## src/rtl/ysyx_22040759_mem_stage_pkg.sv

```systemverilog
// Shared definitions for the MEM stage: bus widths, func3 / write-back codes
// and the data-port FSM encoding.
package ysyx_22040759_mem_stage_pkg;

  localparam int MS_ES_BUS_W = 173;
  localparam int MS_WS_BUS_W = 166;

  localparam logic [2:0] F3_B  = 3'b000;
  localparam logic [2:0] F3_H  = 3'b001;
  localparam logic [2:0] F3_W  = 3'b010;
  localparam logic [2:0] F3_D  = 3'b011;
  localparam logic [2:0] F3_BU = 3'b100;
  localparam logic [2:0] F3_HU = 3'b101;
  localparam logic [2:0] F3_WU = 3'b110;

  localparam logic [1:0] WB_ALU = 2'b00;
  localparam logic [1:0] WB_MEM = 2'b01;
  localparam logic [1:0] WB_PC4 = 2'b10;

  typedef enum logic [1:0] {
    IDLE = 2'b00,
    REQ  = 2'b01,
    WAIT = 2'b10,
    DONE = 2'b11
  } ms_state_e;

endpackage

```

## src/rtl/ysyx_22040759_lsu_align.sv

```systemverilog
// Byte-lane alignment for the data port: store shift/strobes and
// load shift with sign/zero extension.
module ysyx_22040759_lsu_align
  import ysyx_22040759_mem_stage_pkg::*;
(
  input  logic [2:0]  func3,
  input  logic [2:0]  off,
  input  logic [63:0] store_src,
  input  logic [63:0] rdata,
  output logic [63:0] wdata,
  output logic [7:0]  wstrb,
  output logic [63:0] load_data
);

  logic [5:0]  sh_amt;
  logic [63:0] rshift;

  assign sh_amt = {off, 3'b000};
  assign rshift = rdata >> sh_amt;

  // Lanes shifted past byte 7 fall off; 8-byte-crossing accesses never occur.
  always_comb begin
    wdata = store_src << sh_amt;
    wstrb = 8'h00;
    case (func3)
      F3_B: begin
        wdata = {8{store_src[7:0]}};
        wstrb = 8'h01 << off;
      end
      F3_H:    wstrb = 8'h03 << off;
      F3_W:    wstrb = 8'h0F << off;
      F3_D:    wstrb = 8'hFF;
      default: wstrb = 8'h00;
    endcase
  end

  always_comb begin
    load_data = rshift;
    case (func3)
      F3_B:    load_data = {{56{rshift[7]}}, rshift[7:0]};
      F3_H:    load_data = {{48{rshift[15]}}, rshift[15:0]};
      F3_W:    load_data = {{32{rshift[31]}}, rshift[31:0]};
      F3_D:    load_data = rshift;
      F3_BU:   load_data = {56'd0, rshift[7:0]};
      F3_HU:   load_data = {48'd0, rshift[15:0]};
      F3_WU:   load_data = {32'd0, rshift[31:0]};
      default: load_data = rshift;
    endcase
  end

endmodule

```

## src/rtl/ysyx_22040759_mem_stage.sv

```systemverilog
// MEM pipeline stage: latches the EXE payload, runs one data-port transaction
// per load/store and forwards the write-back bundle to WB.
module ysyx_22040759_mem_stage
  import ysyx_22040759_mem_stage_pkg::*;
#(
  parameter int BUS_W    = MS_ES_BUS_W,
  parameter int WS_BUS_W = MS_WS_BUS_W
) (
  input  logic                clk,
  input  logic                rst,
  input  logic                es_to_ms_valid,
  input  logic [BUS_W-1:0]    es_to_ms_bus,
  input  logic [63:0]         es_alu_result,
  output logic                ms_allowin,
  input  logic                ws_allowin,
  output logic                ms_to_ws_valid,
  output logic [WS_BUS_W-1:0] ms_to_ws_bus,
  output logic [63:0]         ms_alu_result,
  output logic [4:0]          ms_rd,
  output logic                ms_reg_wen,
  output logic                ms_is_load,
  output logic                dreq_valid,
  input  logic                dreq_ready,
  output logic                dreq_wen,
  output logic [63:0]         dreq_addr,
  output logic [63:0]         dreq_wdata,
  output logic [7:0]          dreq_wstrb,
  input  logic                drsp_valid,
  input  logic [63:0]         drsp_rdata
);

  logic             ms_valid;
  logic             ms_ready_go;
  logic [BUS_W-1:0] bus_r;
  logic [63:0]      alu_r;
  logic [63:0]      rdata_r;
  ms_state_e        state;

  logic [31:0] inst;
  logic [63:0] store_src;
  logic        mem_wen;
  logic        mem_ren;
  logic [2:0]  func3;
  logic [1:0]  wreg_sel;
  logic        reg_wen;
  logic [4:0]  rd;
  logic [63:0] pc;
  logic [63:0] load_data;
  logic [63:0] result;
  logic        capture;
  logic        es_mem_op;

  assign inst      = bus_r[172:141];
  assign store_src = bus_r[140:77];
  assign mem_wen   = bus_r[76];
  assign mem_ren   = bus_r[75];
  assign func3     = bus_r[74:72];
  assign wreg_sel  = bus_r[71:70];
  assign reg_wen   = bus_r[69];
  assign rd        = bus_r[68:64];
  assign pc        = bus_r[63:0];

  assign ms_ready_go    = !(mem_wen || mem_ren) || (state == DONE);
  assign ms_allowin     = !ms_valid || (ms_ready_go && ws_allowin);
  assign ms_to_ws_valid = ms_valid && ms_ready_go;
  assign capture        = es_to_ms_valid && ms_allowin;
  assign es_mem_op      = es_to_ms_bus[76] || es_to_ms_bus[75];

  always_ff @(posedge clk) begin
    if (rst) begin
      ms_valid <= 1'b0;
      bus_r    <= '0;
      alu_r    <= '0;
    end else begin
      if (ms_allowin) ms_valid <= es_to_ms_valid;
      if (capture) begin
        bus_r <= es_to_ms_bus;
        alu_r <= es_alu_result;
      end
    end
  end

  // A new memory op captured as DONE retires goes straight to REQ.
  always_ff @(posedge clk) begin
    if (rst) begin
      state      <= IDLE;
      dreq_valid <= 1'b0;
      rdata_r    <= '0;
    end else begin
      case (state)
        IDLE: if (capture && es_mem_op) begin
          state      <= REQ;
          dreq_valid <= 1'b1;
        end
        REQ: if (dreq_ready) begin
          state      <= WAIT;
          dreq_valid <= 1'b0;
        end
        WAIT: if (drsp_valid) begin
          state   <= DONE;
          rdata_r <= drsp_rdata;
        end
        DONE: if (ws_allowin) begin
          if (capture && es_mem_op) begin
            state      <= REQ;
            dreq_valid <= 1'b1;
          end else begin
            state <= IDLE;
          end
        end
        default: begin
          state      <= IDLE;
          dreq_valid <= 1'b0;
        end
      endcase
    end
  end

  ysyx_22040759_lsu_align u_align (
    .func3     (func3),
    .off       (alu_r[2:0]),
    .store_src (store_src),
    .rdata     (rdata_r),
    .wdata     (dreq_wdata),
    .wstrb     (dreq_wstrb),
    .load_data (load_data)
  );

  always_comb begin
    result = 64'd0;
    case (wreg_sel)
      WB_ALU:  result = alu_r;
      WB_MEM:  result = load_data;
      WB_PC4:  result = pc + 64'd4;
      default: result = 64'd0;
    endcase
  end

  assign dreq_wen      = mem_wen;
  assign dreq_addr     = {alu_r[63:3], 3'b000};
  assign ms_to_ws_bus  = {inst, reg_wen, rd, result, pc};
  assign ms_alu_result = alu_r;
  assign ms_rd         = rd;
  assign ms_reg_wen    = reg_wen && ms_valid;
  assign ms_is_load    = mem_ren && ms_valid;

endmodule

```

## config.mk

```make
export PLATFORM = sky130hd
export DESIGN_NAME = ysyx_22040759_mem_stage
export DESIGN_NICKNAME = d
export VERILOG_FILES = /design/src/rtl/ysyx_22040759_mem_stage_pkg.sv /design/src/rtl/ysyx_22040759_lsu_align.sv /design/src/rtl/ysyx_22040759_mem_stage.sv
export SDC_FILE = /design/constraint.sdc
export NUM_CORES = 1
export LEC_CHECK = 0
export BUFFER_PORTS_ARGS = -buffer_cell sky130_fd_sc_hd__buf_4
export CORE_AREA = 4 4 266 268
export DETAILED_ROUTE_END_ITERATION = 10
export DIE_AREA = 0 0 270 272
export GPL_TIMING_DRIVEN = 0
export SLEW_MARGIN = 5
export SYNTH_ARGS = -nofsm -noshare
export SYNTH_HDL_FRONTEND = slang
export SYNTH_SLANG_ARGS = --single-unit
```

## constraint.sdc

```tcl
create_clock -name clk -period 2.95 [get_ports clk]
set_input_delay 0.4425 -clock clk [delete_from_list [all_inputs] [get_ports clk]]
set_output_delay 0.4425 -clock clk [all_outputs]
set_load 0.005 [all_outputs]
```

Word-level counts from Yosys, hierarchy flattened
Cells that the tools add are included.

Add/sub/neg operators: 1. Equality and inequality tests: 15. Shift operators: 5. Multiplexer cells: 14. Reduce and logical (&&, ||, !) cells: 19.

Operators with widths (number): case mux 64 bit (6 select lines) (1); case mux 64 bit (3 select lines) (1); adder 64 x 3 -> 64 bit (second input constant) (1); two-way mux 64 bit (1); left shift 64 x 6 -> 64 bit (1); right shift 64 x 6 -> 64 bit (1); case mux 8 bit (4 select lines) (1); equality test 3 bit (second input constant) (3); two-way mux 2 bit (4); inequality test 2 bit (second input constant) (4); case mux 2 bit (4 select lines) (1); left shift 1 x 3 -> 8 bit (first input constant) (1); left shift 2 x 3 -> 8 bit (first input constant) (1); left shift 4 x 3 -> 8 bit (first input constant) (1); equality test 2 bit (second input constant) (3); equality test 3 x 2 -> 1 bit (second input constant) (2); logical AND 1 bit (6); equality test 2 x 1 -> 1 bit (second input constant) (2); zero test 2 bit (2); logical OR 1 bit (4); two-way mux 1 bit (4); AND reduction 4 bit (1); equality test 3 x 1 -> 1 bit (second input constant) (1); zero test 3 bit (1); 5 further kinds (6).

Bits in registers: 305. Output and inout bits: 377. Word-level logic and storage cells: 60.

Depth between registers and ports, before layout
Gate-level depths: netlist (run 1).

Depth in word-level cells: 10. Mapped depth: 10.

Modules after synthesis
From an unflattened synthesis (run 1), not the netlist that was laid out.

Cell total of the unflattened synthesis: 2522. Area total of the unflattened synthesis: 18496.5 um^2.

Modules (own cells, without submodules): ysyx_22040759_mem_stage (instances 1, cells each 1910, area each 14363.8 um^2, seq. area each 6105.9 um^2); ysyx_22040759_lsu_align (instances 1, cells each 612, area each 4132.7 um^2, seq. area each 0.0 um^2).

Worst setup path before layout (run 1)
No wires, ideal clock.

Path kind: register to output. Start point: register alu_r[1], in the netlist ms_alu_result[1]. End point: output ms_to_ws_bus[117]. Data arrival time: 2.182 ns. Setup slack: 0.325 ns. Stages on the path, launching flop included: 7. Path through: dfxtp_1 -> mux4_1 -> mux2_2 -> a311oi_4 -> buf_6 -> nor2_1 -> a221o_1.

Word-level cells in the longest chain between the ends: 3.

RTL lines: start: declaration (line ysyx_22040759_mem_stage.sv:35) `logic [63:0] alu_r;`; start signal: assignment (line ysyx_22040759_mem_stage.sv:78) `alu_r <= es_alu_result;`; right shift 64 x 6 -> 64 bit (line ysyx_22040759_lsu_align.sv:19) `assign rshift = rdata >> sh_amt;`; case mux 64 bit (6 select lines) (line ysyx_22040759_lsu_align.sv:39) `case (func3)`; case mux 64 bit (3 select lines) (line ysyx_22040759_mem_stage.sv:131) `case (wreg_sel)`; end: declaration (line ysyx_22040759_mem_stage.sv:17) `output logic [WS_BUS_W-1:0] ms_to_ws_bus,`.

Every way passes these cells.

Worst setup path in the final report (run 1)
Ends and elaborated chain as after synthesis.

==> impl_metrics.py, run 1 <==
metrics = {
    "detailed_routing": {
        "route.vias.total": 22497,
        "routed_wl_um": 111500,
        "drc": 0,
        "post_drt_wl_per_cell_um": 26.15,
        "antenna_left": 0,
        "viasPerCell": 5.276,
        "first_pass_iters": 6,
        "drt_iter0_drc": 1936,
    },
    "timing": {
        "fin_crit_ns": 3.411,
        "rsz0062_at_grt": "true",
        "maxSlewViolCount": 0,
        "skew_ns": 0.01959,
        "fmax_ghz": 0.2931,
        "relSlewSlack": 0.2652,
        "hold_violations": 0,
        "tightest_slew_ns": 1.102,
        "fin_ws_ns": -0.4613,
        "finalSetupViolations": 91,
        "period_share": 1.156,
        "hold_slack_ns": 0.1046,
    },
    "place": {
        "postPlaceCellArea_um2": 24730,
        "place_ws_ns": -1.058,
        "gp_congestion": 1.001,
        "hpwl_um": 88020,
        "portBuffers": 679,
        "place_inst": 4118,
    },
    "setup_path": {
        "critical_path.startpoint_type": "flip-flop",
        "worst_ep_arrival_time_ns": 2.97,
        "crit_buf_inv": 4,
        "cp_num_cells": 10,
        "crit_fanout": 6,
        "cpPeakStageDelay_ns": 0.53,
        "path_delay_family": "multiplexers",
        "crit_top_cell": "buf_6",
        "slowest_stage": "mux4_2",
        "path_class": "flip-flop to primary output",
        "crit_chain": "buf_8, mux4_2, mux2i_4, o22ai_2, a311oi_4, buf_6, buf_12, nor2_4, a221o_1, buf_6",
        "end_kind": "primary output",
        "rr_worst_depth": 8,
        "worstPathRequired_ns": 2.51,
    },
    "power": {
        "power.net_switching_mw": 4.756,
        "p_clk_frac": 0.369,
        "cellLeakagePower_nw": 12.05,
        "swShare": 0.3331,
        "peakVddDrop_uv": 356.1,
        "powerDensity_nw_per_um2": 489.5,
        "intPower_mw": 9.523,
        "p_comb_frac": 0.286,
        "power_frac_seq": 0.345,
    },
    "finish": {
        "final_common_cell": "buf_4",
        "fin_area_um2": 29170,
        "area_growth_pct": 57.59,
        "layout.cells.non_filler": 4264,
        "final_cell_mix": "buf_4 (871), nand2_1 (707), a21oi_1 (374), dfxtp_1 (271), nor2_1 (138)",
        "drive_gt1_frac": 0.4135,
        "nNetsFinal": 3661,
    },
    "logic_synthesis": {
        "ys_ff_latch": 305,
        "yosysSeqAreaShare": 0.3298,
        "syn_area_um2": 18510,
        "yosysUniqueCellTypes": 61,
        "avgSynthCellArea_um2": 7.245,
        "synth_edf_count": 0,
        "yosys_most_used_dff": "dfxtp_1",
        "synth_cells": 2555,
        "async_reset_ff_frac": 0,
        "ys_warn_count": 0,
    },
    "cts": {
        "insertion_delay_ns": 0.58,
        "cts_max_level": 2,
        "clock_path_buffers": 3,
        "cts_root_buf": "clkbuf_16",
        "cts_buffers": 39,
        "cts.sinks": 305,
        "clkTransAtPathRegs_ns": 0.06,
        "cts_tree": "yes",
    },
    "grt": {
        "grt.overflow.total": 0,
        "antenna_found_initial": 9,
        "grt_pass1_vias": 20901,
        "track_usage": 0.2821,
        "grt_pass1_wl_um": 152600,
        "grt_max_degree": 13,
    },
    "die": {
        "die_area_um2": 73440,
        "initial_core_util": 0.2709,
        "die_h_um": 272,
        "rows": 96,
        "die_w_um": 270,
        "core_area_um2": 68350,
        "ios": 684,
    },
    "worst_hold_path": {
        "holdCritPathClass": "primary input to flip-flop",
        "whs_path_depth": 3,
    },
    "outcome": {
        "status": "finished with violations",
        "violations": "negative setup slack",
    },
    "flow_run": {
        "drv_cap": 0,
    },
}
[kinds of logic (layout without fill, tap and decap cells)]
family / Yosys count / after routing / synth area share
other cells: 1 / 11 / 0.0002026
mux: 133 / 133 / 0.09902
fa+ha+maj: 6 / 6 / 0.004055
simple gates: 1020 / 1020 / 0.2287
xor+xnor: 49 / 49 / 0.02318
flops: 305 / 305 / 0.3298
compound gates: 649 / 649 / 0.1977
buf+inv: 392 / 1209 / 0.1173
[cell usage after synthesis (all sizes together) (5+ instances only)]
library cell	n	area [µm²]
a221o	8	80.08
inv	25	93.84
and2	10	62.56
and4	15	131.4
and3	5	31.28
nor4	20	155.2
mux2	28	315.3
nor2	155	581.8
nor3	17	85.08
nand3	24	125.1
xnor2	22	192.7
o21ai	87	435.4
nand2	717	2691
ha	6	75.07
mux2i	69	703.2
a211oi	10	75.07
o22ai	32	200.2
o31ai	5	37.54
o221ai	9	78.83
nor2b	20	125.1
a31oi	9	56.30
o32ai	16	140.1
clkbuf	157	589.3
a21oi	416	2082
xor2	27	236.5
a311oi	6	70.07
dfxtp	305	6106
a22o	9	78.83
mux4	36	814.5
buf	209	1484
nand4	21	131.4
nand2b	5	31.28
a22oi	20	150.1
[worst min-delay path, stage by stage]
cell     delay (ns)
buf_4          0.11
nand2_1        0.05
a21oi_1        0.05
[worst paths after layout]
check / to / start / slack [ns]
setup / recovery: ms_to_ws_bus[117] / ms_alu_result[1] / -0.46
hold / removal: bus_r[8] / es_to_ms_bus[8] / 0.10
setup reg to reg: ms_alu_result[2] / state[1] / 0.19
hold reg to reg: bus_r[159] / bus_r[159] / 0.45
[layout make-up]
cell class,count,area [µm²]
antenna,8,20.02
buffer,359,2537
clock buffer,51,1111
clock inverter,16,280.3
fill,7065,39170
inverter,26,106.4
multi-input combinational,1860,11760
sequential,305,6181
tap,882,1104
timing repair buffer,757,6076
[metrics by stage]
stage                     setup TNS (ns)  power [mW]    util
after floorplan                        0       6.444       -
after global placement            -85.39       8.416  0.3617
final                             -22.58       14.28  0.4268
after CTS                         -21.89       14.03  0.4066
after global routing              -28.19       14.78  0.4268
after detailed placement          -88.00       8.435  0.3618
[what timing repair did]
action	in CTS	in global routing
cloned	3	4
pin swaps	27	45
resized for setup	393	252
setup buffers	32	40
hold buffers	0	0
setup endpoints to repair	340	208
[registers in the layout, indices dropped and copies added, names as in the netlist]
signal,cells
state,2
ms_alu_result,64
ms_valid,1
dreq_valid,1
rdata_r,64
bus_r,173
[per-layer routing]
metal  part of all wire  wire length (µm)  vias up  GRT usage
met4              0.042              4721        4    0.09874
met1               0.41             45780    10846     0.3715
met2               0.46             51350     1186     0.4603
met3              0.086              9630      227    0.05761
met5            0.00024                27        -          0
li1                   -                 -    10234          -
[power by group through the flow]
| stage | sequential, mW | combinational [mW] | clock (mW) |
|---|---|---|---|
| after global placement | 4.96 | 3.45 | 0 |
| after CTS | 4.89 | 3.80 | 5.34 |
| after global routing | 4.95 | 4.35 | 5.48 |
| final | 4.93 | 4.09 | 5.27 |
| after floorplan | 4.73 | 1.72 | 0 |
| after detailed placement | 4.97 | 3.47 | 0 |
No activity file was read; power rests on OpenSTA's default activity.
==> inputs of run 2 (changes only) <==
==> constraint.sdc (replaced) <==
create_clock -name clk -period 2.95 [get_ports clk]
set_input_delay 0.59 -clock clk [delete_from_list [all_inputs] [get_ports clk]]
set_output_delay 0.59 -clock clk [all_outputs]
set_load 0.005 [all_outputs]
==> run 2 against run 1 <==
The flow still finishes with violations (negative setup slack). Total power about the same. Worst setup slack worse by 0.16 ns. Non-clock buffer count down 3. Sequential power is essentially flat. Utilization is essentially flat. Critical path depth down 1. Combinational power barely moved. Count of clock-buffer cells in the layout unchanged. Critical path type unchanged.
==> impl_metrics.py, run 2 (synthesis gave the netlist of run 1 again) <==
metrics = {
    "outcome": {
        "status": "finished with violations",
        "violations": "negative setup slack",
    },
    "timing": {
        "skew_ns": 0.01944,
        "fin_ws_ns": -0.6244,
        "fmax_ghz": 0.2798,
        "fin_crit_ns": 3.574,
        "tns_ns": -37.84,
        "period_share": 1.212,
        "rsz0062_at_grt": "true",
        "tightest_slew_ns": 1.138,
        "hold_violations": 0,
        "maxSlewViolCount": 0,
        "finalSetupViolations": 116,
        "hold_slack_ns": 0.2550,
        "relSlewSlack": 0.2413,
    },
    "setup_path": {
        "critical_path.startpoint_type": "flip-flop",
        "worst_ep_arrival_time_ns": 2.98,
        "worstPathRequired_ns": 2.36,
        "rrSetupSlack_ns": 0.17,
        "end_kind": "primary output",
        "crit_fanout": 10,
        "path_class": "flip-flop to primary output",
    },
    "place": {
        "portBuffers": 679,
        "gp_congestion": 1.001,
        "hpwl_um": 88020,
        "place_inst": 4118,
        "postPlaceCellArea_um2": 24730,
    },
    "detailed_routing": {
        "drc": 0,
        "routed_wl_um": 111400,
        "viasPerCell": 5.258,
        "first_pass_iters": 5,
        "post_drt_wl_per_cell_um": 26.14,
        "drt_iter0_drc": 1901,
        "antenna_left": 0,
        "route.vias.total": 22403,
    },
    "cts": {
        "clock_path_buffers": 3,
        "cts.sinks": 305,
        "insertion_delay_ns": 0.58,
        "cts_root_buf": "clkbuf_16",
        "clkTransAtPathRegs_ns": 0.06,
        "cts_hold_buf": 0,
        "cts_tree": "yes",
        "cts_buffers": 39,
        "cts_max_level": 2,
    },
    "finish": {
        "layout.cells.non_filler": 4261,
        "area_growth_pct": 57.48,
        "final_cell_mix": "buf_4 (876), nand2_1 (705), a21oi_1 (370), dfxtp_1 (272), nor2_1 (126)",
        "top_register": "bus_r",
        "largest_reg_flops": 173,
        "fin_area_um2": 29150,
        "final_common_cell": "buf_4",
        "nNetsFinal": 3658,
        "drive_gt1_frac": 0.4147,
    },
    "die": {
        "initial_core_util": 0.2709,
        "die_area_um2": 73440,
        "rows": 96,
        "core_area_um2": 68350,
        "die_w_um": 270,
        "ios": 684,
        "die_h_um": 272,
    },
    "grt": {
        "grt.overflow.total": 0,
        "grt_max_degree": 13,
        "antenna_found_initial": 9,
        "track_usage": 0.2831,
        "grt_pass1_wl_um": 153100,
        "grt_pass1_vias": 21036,
    },
    "power": {
        "powerDensity_nw_per_um2": 489.6,
        "cellLeakagePower_nw": 12.02,
        "peakVddDrop_uv": 365.9,
    },
    "worst_hold_path": {
        "holdCritPathClass": "primary input to flip-flop",
    },
    "flow_run": {
        "drv_cap": 0,
    },
}
==> run 2: layout make-up <==
class | count | area [µm²]
fillers | 7052 | 39190
multi-input cells | 1860 | 11770
flip-flops and latches | 305 | 6172
repair buffers | 754 | 6048
plain buffers | 359 | 2546
clock buffers | 51 | 1111
well taps | 882 | 1104
clock inverters | 16 | 280.3
inverters | 26 | 102.6
diodes | 8 | 20.02
==> run 2: repair_timing <==
action | 4_1_cts | 5_1_grt
gates cloned | 5 | 2
hold endpoints to repair | 0 | 0
setup endpoints to repair | 340 | 228
buffers inserted | 41 | 28
gates resized for setup | 444 | 201
pin swaps | 41 | 41
==> run 2: path summary, 6_finish.rpt <==
kind / from / endpoint / depth (start not counted)
hold / removal: es_to_ms_bus[163] / bus_r[163] / 3
setup reg to reg: state[1] / bus_r[0] / 9
hold reg to reg: bus_r[159] / bus_r[159] / 2
setup / recovery: rdata_r[55] / ms_to_ws_bus[91] / 9
==> run 2: worst max-delay path: stages (launching register included) <==
cell and delay, ns:
dfxtp_1 0.61, mux4_2 0.37, mux2i_4 0.08, buf_4 0.15, nor2_4 0.29, a31o_4 0.18, buf_6 0.20, a21oi_2 0.07
o21ai_2 0.27, buf_4 0.18
==> run 2: layer usage <==
layer,track usage,vias up,share of wire
met5,0,-,0.00024
met4,0.1016,4,0.043
met3,0.05629,243,0.084
met2,0.4620,1166,0.46
met1,0.3728,10785,0.41
li1,-,10205,-
==> run 2: power breakdown <==
group	leakage, nW	internal [mW]	switching, mW
Combinational	8.83	1.91	2.17
Sequential	2.51	4.42	0.512
Clock	0.678	3.20	2.06
Total	12.0	9.53	4.75
==> run 2: metrics by stage <==
step           setup slack, ns    util  power [mW]
3_5_place_dp            -1.205  0.3618       8.435
3_3_place_gp            -1.240  0.3617       8.416
4_1_cts                -0.6025  0.4117       14.10
2_1_floorplan           0.1776       -       6.444
5_1_grt                -0.6747  0.4265       14.78
6_report               -0.6244  0.4265       14.27
==> inputs of run 3 (changes only) <==
Settings changed: CORE_AREA 4 4 266 268 to 3 3 265 267, DIE_AREA 0 0 270 272 to 0 0 268 270, SYNTH_HIERARCHICAL from default to 1.
Clock period 2.95 ns to 3.2 ns, I/O delays scaled along.
==> run 3 against run 2 <==
The flow still finishes with violations (negative setup slack). Critical path depth stayed put. Sequential share of layout area decreased by 0.16 points. Clock power down 11%. Sequential power fell by 7.5%.
==> impl_metrics.py, run 3 <==
metrics = {
    "setup_path": {
        "critical_path.startpoint_type": "flip-flop",
        "slowest_stage": "mux4_2",
        "end_kind": "primary output",
        "worstPathRequired_ns": 2.56,
        "r2r-start": "state[1]",
        "path_class": "flip-flop to primary output",
        "crit_chain": "mux2_4, mux4_2, nand2_4, o311a_4, buf_6, o31ai_4, mux2i_1, o22ai_1, buf_4",
        "critPathLaunch": "ms_alu_result[0]",
        "cpPeakStageDelay_ns": 0.53,
        "crit_fanout": 8,
        "worst_ep_arrival_time_ns": 2.98,
    },
    "logic_synthesis": {
        "ys_warn_count": 6,
        "yosys.area.top_type": "dfxtp_1",
        "yosys_most_used_dff": "dfxtp_1",
        "async_reset_ff_frac": 0,
        "synth_top_area_share": 0.3301,
        "synth_most_common_cell": "nand2_1",
        "synth_edf_count": 0,
        "yosysUniqueCellTypes": 62,
        "avgSynthCellArea_um2": 7.334,
        "yosysSeqAreaShare": 0.3301,
        "syn_area_um2": 18500,
        "synthTopCellsByArea": "dfxtp_1 (33%), nand2_1 (15%), a21oi_1 (10%)",
        "synth_top_cells_by_count": "nand2_1 (758), a21oi_1 (387), dfxtp_1 (305), buf_4 (180), clkbuf_1 (139)",
        "synth_cells": 2522,
        "ys_ff_latch": 305,
    },
    "finish": {
        "final_cell_mix": "buf_4 (900), nand2_1 (707), a21oi_1 (326), dfxtp_1 (275), clkbuf_1 (118)",
        "utilization": 0.4297,
        "fillerInstances": 7022,
        "layout.cells.non_filler": 4256,
        "area_growth_pct": 58.76,
        "final_common_cell": "buf_4",
        "fin_area_um2": 29370,
        "top_register": "bus_r",
        "drive_gt1_frac": 0.4353,
        "nNetsFinal": 3656,
        "largest_reg_flops": 173,
    },
    "grt": {
        "track_usage": 0.2736,
        "grt.overflow.total": 0,
        "grt_pass1_wl_um": 143900,
        "antenna_found_initial": 1,
        "grt_pass1_vias": 20431,
        "grt_max_degree": 15,
    },
    "detailed_routing": {
        "viasPerCell": 5.094,
        "first_pass_iters": 7,
        "drc": 0,
        "route.vias.total": 21678,
        "post_drt_wl_per_cell_um": 24.52,
        "antenna_left": 0,
        "routed_wl_um": 104300,
        "drt_iter0_drc": 1848,
    },
    "die": {
        "die_area_um2": 72360,
        "die_w_um": 268,
        "die_h_um": 270,
        "rows": 96,
        "core_area_um2": 68350,
        "ios": 684,
        "initial_core_util": 0.2706,
    },
    "flow_run": {
        "drv_cap": 0,
    },
    "timing": {
        "period_share": 1.132,
        "rsz0062_at_grt": "true",
        "fin_crit_ns": 3.624,
        "hold_slack_ns": 0.3095,
        "maxSlewViolCount": 0,
        "fin_ws_ns": -0.4235,
        "skew_ns": 0.01762,
        "finalSetupViolations": 82,
        "hold_violations": 0,
        "fmax_ghz": 0.2760,
        "tightest_slew_ns": 1.265,
        "relSlewSlack": 0.1569,
    },
    "cts": {
        "clkTransAtPathRegs_ns": 0.06,
        "insertion_delay_ns": 0.56,
        "cts.sinks": 305,
        "cts_root_buf": "clkbuf_16",
        "cts_buffers": 38,
        "cts_max_level": 2,
        "cts_tree": "yes",
        "cts_hold_buf": 0,
        "clock_path_buffers": 3,
    },
    "power": {
        "peakVddDrop_uv": 319.1,
        "powerDensity_nw_per_um2": 445.8,
        "cellLeakagePower_nw": 12.40,
    },
    "place": {
        "portBuffers": 679,
        "place_ws_ns": -0.8534,
        "place_inst": 4085,
        "hpwl_um": 83400,
        "gp_congestion": 0.9525,
        "postPlaceCellArea_um2": 24700,
    },
    "outcome": {
        "violations": "negative setup slack",
        "status": "finished with violations",
    },
    "worst_hold_path": {
        "hp-start": "es_alu_result[0]",
        "holdCritPathClass": "primary input to flip-flop",
    },
}
==> run 3: changes by cell type after synthesis, moves of 9 or more <==
cell / before / now
nor4_1: 18 / 5
mux4_2: 35 / 20
clkbuf_1: 157 / 139
o32ai_1: 16 / 0
mux2_2: 28 / 43
inv_1: 24 / 15
a21oi_1: 416 / 387
mux2i_1: 68 / 122
nor2_1: 155 / 82
o221ai_1: 9 / 0
o21ai_0: 86 / 118
nand2_1: 717 / 758
a22oi_1: 20 / 1
==> run 3: critical path, delay by kind of cell, from the launching register on <==
family | cells | cell delay (ns)
compound gates | 3 | 0.48
buf+inv | 2 | 0.35
flops | 1 | 0.45
mux | 3 | 1.03
simple gates | 1 | 0.10
==> run 3: stage by stage <==
stage | TNS (ns) | power, mW
after floorplan | 0 | 6.003
after global placement | -28.74 | 7.787
after detailed placement | -29.90 | 7.803
after CTS | -24.26 | 12.93
after global routing | -28.94 | 13.62
final | -20.23 | 13.09
==> run 3: cell type report <==
cell class              count  area [µm²]  share of cell area
inverters                  16       61.31            0.002088
multi-input cells        1846       12090              0.4117
clock inverters            19       272.8            0.009288
diodes                      2       5.005           0.0001704
repair buffers            785        6228              0.2121
flip-flops and latches    305        6171              0.2101
plain buffers             351        2367             0.08061
clock buffers              50        1067             0.03634
well taps                 882        1104             0.03758
==> run 3: where the power goes <==
part | internal [mW] | switching [mW]
clock | 2.79 | 1.89
combinational | 1.84 | 2.02
sequential | 4.08 | 0.471
==> run 3: cells by family after synthesis <==
group / count (synthesis) / share of synthesized area
adders and majority gates: 6 / 0.004059
xor gates and xnor gates: 59 / 0.02794
other: 1 / 0.0002027
and+or+nand+nor: 993 / 0.2264
muxes: 187 / 0.1182
buffers and inverters: 373 / 0.1180
DFF: 305 / 0.3301
AOI/OAI and AO/OA: 598 / 0.1751
==> run 3: repair_timing <==
action,4_1_cts,5_1_grt
buffers inserted,67,41
pin swaps,85,76
gates cloned,4,0
resized for setup,492,240
endpoints found under the setup margin,135,130
==> run 3: per-layer routing <==
metal | GRT usage | part of all wire | wire [µm]
met5 | 0 | 0 | 0
met4 | 0.1069 | 0.046 | 4749
met3 | 0.06049 | 0.084 | 8749
met2 | 0.4342 | 0.45 | 47280
met1 | 0.3604 | 0.42 | 43570
==> run 3: path summary, 6_finish.rpt <==
kind | slack [ns] | endpoint | cells after the start
setup / recovery | -0.42 | ms_to_ws_bus[116] | 9
hold / removal | 0.31 | ms_alu_result[0] | 3
setup reg to reg | 0.27 | ms_alu_result[61] | 6
hold reg to reg | 0.45 | bus_r[158] | 2
